`config.mk`:
```
export PLATFORM = sky130hd
export DESIGN_NAME = sync_fifo_prog
export DESIGN_NICKNAME = d
export VERILOG_FILES = /design/src/rtl/sync_fifo_prog.sv
export SDC_FILE = /design/constraint.sdc
export NUM_CORES = 1
export LEC_CHECK = 0
export ABC_AREA = 1
export ABC_CLOCK_PERIOD_IN_PS = 4600
export BUFFER_PORTS_ARGS = -buffer_cell sky130_fd_sc_hd__buf_2
export CORE_MARGIN = 2
export CORE_UTILIZATION = 50
export CTS_CLUSTER_DIAMETER = 30
export CTS_CLUSTER_SIZE = 40
export DETAILED_ROUTE_END_ITERATION = 16
export PLACE_DENSITY = 0.7
export REMOVE_ABC_BUFFERS = 1
export SETUP_SLACK_MARGIN = 0.5
export SLEW_MARGIN = 20
export SYNTH_ARGS = -nofsm -noshare
export SYNTH_HDL_FRONTEND = slang
export SYNTH_SLANG_ARGS = --single-unit
export TNS_END_PERCENT = 50
```
`constraint.sdc`:
```
create_clock -name clk -period 4.6 [get_ports clk]
set_input_delay 0.92 -clock clk [delete_from_list [all_inputs] [get_ports clk]]
set_output_delay 0.92 -clock clk [all_outputs]
set_load 0.03 [all_outputs]
```
`src/rtl/sync_fifo_prog.sv`:
```
// sync_fifo_prog: single-clock FIFO with arbitrary depth and show-ahead read.
// It has programmable almost-full/almost-empty watermarks, a fill level,
// a synchronous flush, and overflow/underflow reporting.
// Build option: define SYNC_FIFO_PROG_STICKY_ERR_EN to make the error flags
// sticky until err_clr. Without it they are one-cycle pulses.
module sync_fifo_prog #(
    parameter int WIDTH = 8,
    parameter int DEPTH = 8,
    localparam int AW = (DEPTH > 1) ? $clog2(DEPTH) : 1,
    localparam int CW = $clog2(DEPTH + 1)
) (
    input  logic             clk,
    input  logic             rst,
    input  logic             flush,
    input  logic             push,
    input  logic [WIDTH-1:0] data_push,
    input  logic             pop,
    output logic [WIDTH-1:0] data_pop,
    input  logic [CW-1:0]    af_thresh,
    input  logic [CW-1:0]    ae_thresh,
    output logic [CW-1:0]    level,
    output logic             full,
    output logic             empty,
    output logic             almost_full,
    output logic             almost_empty,
    output logic             overflow,
    output logic             underflow,
    input  logic             err_clr
);

    logic [WIDTH-1:0] mem [DEPTH];
    logic [AW-1:0]    wr_ptr, rd_ptr;
    logic [CW-1:0]    cnt;
    logic             push_ok, pop_ok, ovf_evt, udf_evt;

    // Pointer wrap that does not rely on DEPTH being a power of two.
    function automatic logic [AW-1:0] ptr_inc(input logic [AW-1:0] p);
        return (p == AW'(DEPTH - 1)) ? '0 : p + AW'(1);
    endfunction

    // Status is a pure decode of the registered count.
    assign level        = cnt;
    assign full         = (cnt == CW'(DEPTH));
    assign empty        = (cnt == '0);
    assign almost_full  = (cnt >= af_thresh);
    assign almost_empty = (cnt <= ae_thresh);
    assign data_pop     = empty ? '0 : mem[rd_ptr];

    // A pop in the same cycle frees a slot, so a push on full is still taken.
    // Flush suppresses both transfers and any error report.
    assign push_ok = push & (~full | pop) & ~flush;
    assign pop_ok  = pop & ~empty & ~flush;
    assign ovf_evt = push & full & ~pop & ~flush;
    assign udf_evt = pop & empty & ~flush;

    // Pointers and occupancy count. Priority is reset, then flush, then traffic.
    always_ff @(posedge clk) begin
        if (!rst) begin
            wr_ptr <= '0;
            rd_ptr <= '0;
            cnt    <= '0;
        end else if (flush) begin
            wr_ptr <= '0;
            rd_ptr <= '0;
            cnt    <= '0;
        end else begin
            if (push_ok) wr_ptr <= ptr_inc(wr_ptr);
            if (pop_ok)  rd_ptr <= ptr_inc(rd_ptr);
            case ({push_ok, pop_ok})
                2'b10:   cnt <= cnt + CW'(1);
                2'b01:   cnt <= cnt - CW'(1);
                default: cnt <= cnt;
            endcase
        end
    end

    // Storage write. The storage is never cleared, and only the pointers define the contents.
    always_ff @(posedge clk) begin
        if (rst && push_ok) mem[wr_ptr] <= data_push;
    end

`ifdef SYNC_FIFO_PROG_STICKY_ERR_EN
    // Sticky error flags. A clear request beats a same-cycle error event.
    always_ff @(posedge clk) begin
        if (!rst) begin
            overflow  <= 1'b0;
            underflow <= 1'b0;
        end else if (err_clr) begin
            overflow  <= 1'b0;
            underflow <= 1'b0;
        end else begin
            if (ovf_evt) overflow  <= 1'b1;
            if (udf_evt) underflow <= 1'b1;
        end
    end
`else
    // One-cycle error pulses, registered from the event cycle.
    always_ff @(posedge clk) begin
        if (!rst) begin
            overflow  <= 1'b0;
            underflow <= 1'b0;
        end else begin
            overflow  <= ovf_evt;
            underflow <= udf_evt;
        end
    end

    // err_clr has no function when the flags are pulses.
    logic unused_err_clr;
    assign unused_err_clr = err_clr;
`endif

endmodule
```
==> results_dict.tcl <==
set metrics [dict create \
    drc 0 \
    timing.hold.ws_ns 0.5646 \
    vias 2421 \
    crit_type "reg -> out" \
    ys_warn_count 0 \
    hold_start "rd_ptr[1]$_SDFFE_PP0N_" \
    clk_pin_slew_ns 0.08 \
    crit_path_max_incr_delay_ns 0.91 \
    critPathTopFamily "flip-flops" \
    fin_worst_skew_ns 0.01197 \
    start_util_pct 51.45 \
    die_h_um 87.62 \
    dieWidth_um 87.62 \
    hpwl_mm 4.417 \
    fp.dieArea_um2 7676 \
    final.period_utilization_pct 69.01 \
    yosysUniqueCellTypes 24 \
    antenna_found_initial 0 \
    rsz0062_at_grt "false" \
    synth_flop_cell "edfxtp_1" \
    startpoint_type "flop" \
    synth_top_area_share_pct 54.97 \
    crit_path_top_delay_cell "dfxtp_1" \
    final_core_utilization_pct 58.64 \
    synthToLayoutAreaGrowth_pct 13.96 \
    vias_per_cell 5.162 \
    synth_edf_count 64 \
    finalHoldViolations 0 \
    numCtsBuffers 9 \
    tritoncts "built" \
    antenna_left 0 \
    nets 405 \
    place.gp.congestion 0.8089 \
    cts_sinks 79 \
    synth_area_leaders "edfxtp_1 (55%), dfxtp_1 (8.6%), nor2_1 (8.4%), ha_1 (5.4%), o21ai_0 (3.3%)" \
    reg2reg_to "level[2]$_SDFFE_PP0P_" \
    yosys.area.top_type "edfxtp_1" \
    p_per_area_nw_per_um2 375.2 \
    post-route-min-period_ns 3.174 \
    setup_viol 0 \
    n_antenna_cell 0 \
    num_rows 30 \
    crit_top_cell "nor2_1" \
    wl_per_cell_um 15.05 \
    max-cap-violations 0 \
    grt_pass1_wl_mm 11.11 \
    fp.coreArea_um2 6794 \
    worst_setup_path_end_kind "output port" \
    min_path_type "reg -> reg" \
    cts_buffer_depth 2 \
    slew_headroom_pct 32.62 \
    path_buf_inv 2 \
    clk_latency_ns 0.35 \
    post_cts_buffers 0 \
    drt_iter0_drc 113 \
    post-route-cell-area_um2 3984 \
    crit_path_end "data_pop[3]" \
    drtPass1Iterations 4 \
    overflow 0 \
    crit_fanout 25 \
    cp.depth 6 \
    drive_gt1_share_pct 17.96 \
    synthMostInstantiatedCell "nor2_1" \
    ctsResizeCount 0 \
    fill_cells 573 \
    drv_slew 0 \
    hold_buffers 0 \
    synth.avg_cell_area_um2 10.66 \
    p_leak_uw 0.001582 \
    io_pins 40 \
    fmax_ghz 0.3150 \
    worstPathRequired_ns 3.68 \
    grt_max_degree 34 \
    cts-root-buf "clkbuf_8" \
    ys_async_sr_fraction_pct 0 \
    worst_r2r_startpoint "level[1]$_SDFFE_PP0P_" \
    dpl_cell_area_um2 3764 \
    htree_levels 3 \
    setup_tns_ns 0 \
    first_global_vias 2366 \
    ys_seq_area_share_pct 63.56 \
    ys_top_cells_by_count "nor2_1 (78), edfxtp_1 (64), inv_1 (24)" \
    port_buffers 38 \
    routed_wl_mm 7.060 \
    tightest_slew_ns 1.007 \
    netlist_area_um2 3496 \
    rr_worst_depth 15 \
    path_cells "inv_1 > o21ai_1 > o22ai_1 > nor2_1 > nor2_1 > buf_2" \
    synthCells 328 \
    outcome "completed" \
    worstPathArrival_ns 2.25 \
    track_usage_pct 19.91 \
    rrSetupSlack_ns 2.26 \
    peakVddDrop_v 0.0001631 \
    synth_seq_cells 79 \
]
==> layer usage <==
metal | vias to the layer above | share of wire (%) | track usage [%]
met5 | - | 0 | 0
met2 | 52 | 52 | 34.78
met1 | 1145 | 41 | 23.75
met4 | 0 | 1.1 | 6.713
li1 | 1218 | - | -
met3 | 6 | 5.5 | 5.561
==> per-stage QoR <==
stage | cells | total power (uW) | setup WS (ns)
global placement | 453 | 948.2 | 1.776
global route | 469 | 1551 | 1.239
floorplan | 318 | 900.6 | 1.707
CTS | 469 | 1508 | 1.384
finish | 469 | 1495 | 1.426
detailed placement | 453 | 952.6 | 1.744
==> placed cells by master, fill, tap and decap left out, types with 2 or more instances in the layout <==
cell       instances
nor2_1            78
nand2_1           23
o21ai_0           23
clkbuf_8           9
inv_2              5
xnor2_1            2
o211ai_1           9
inv_1             24
o22ai_1            8
nand2_2            2
a21oi_1           11
nand2_4            2
clkinv_2           2
buf_2             38
clkinv_4           2
dfxtp_1           15
ha_1              15
o21ai_1           18
nand3_1           13
nor3_1             2
edfxtp_1          64
bufinv_16          2
==> worst register-to-register path, delay by kind of cell, from the launching register on <==
kind / cells / cell delay, ns
xor gates and xnor gates: 1 / 0.10
buffers and inverters: 4 / 0.30
adders and majority gates: 2 / 0.39
DFF: 1 / 0.47
AOI/OAI and AO/OA: 2 / 0.30
and+or+nand+nor: 6 / 0.68
==> report_power, final <==
| group | total [uW] | internal, uW | switching (uW) | leakage [uW] |
|---|---|---|---|---|
| Combinational | 146 | 46.0 | 100 | 0.000770 |
| Clock | 560 | 307 | 253 | 0.000114 |
| Sequential | 789 | 778 | 10.6 | 0.000698 |
==> registers in the layout, summed over array words and instances, names as in the netlist, named ones only <==
register   flops
mem           64
level          4
rd_ptr         3
wr_ptr         3
overflow       1
underflow      1
==> worst min path at each step <==
| stage | to | depth (start not counted) |
|---|---|---|
| floorplan | flop | 2 |
| global placement | flop | 2 |
| detailed placement | rd_ptr[1]$_SDFFE_PP0N_ | 2 |
| CTS | rd_ptr[1]$_SDFFE_PP0N_ | 2 |
| global route | wr_ptr[1]$_SDFFE_PP0P_ | 2 |
| finish | rd_ptr[1]$_SDFFE_PP0N_ | 2 |
==> kinds of logic (layout without fill, tap and decap cells) <==
family	after synthesis	count (layout)	synth area share, %
simple gates	124	124	15.21
compound gates	69	69	10.81
fa+ha+maj	15	15	5.369
buf+inv	39	84	4.546
flops	79	79	63.56
xor+xnor	2	2	0.5012
==> cell type report <==
type,count,area (um^2),area share (%)
Clock buffer,9,123.9,3.109
Clock inverter,7,96.34,2.418
Inverter,29,108.9,2.732
Multi-Input combinational cell,210,1115,27.98
Sequential cell,79,2222,55.78
Tap cell,96,120.1,3.015
Timing Repair Buffer,39,197.7,4.962
Note: power is estimated with default switching activity, not from simulation.
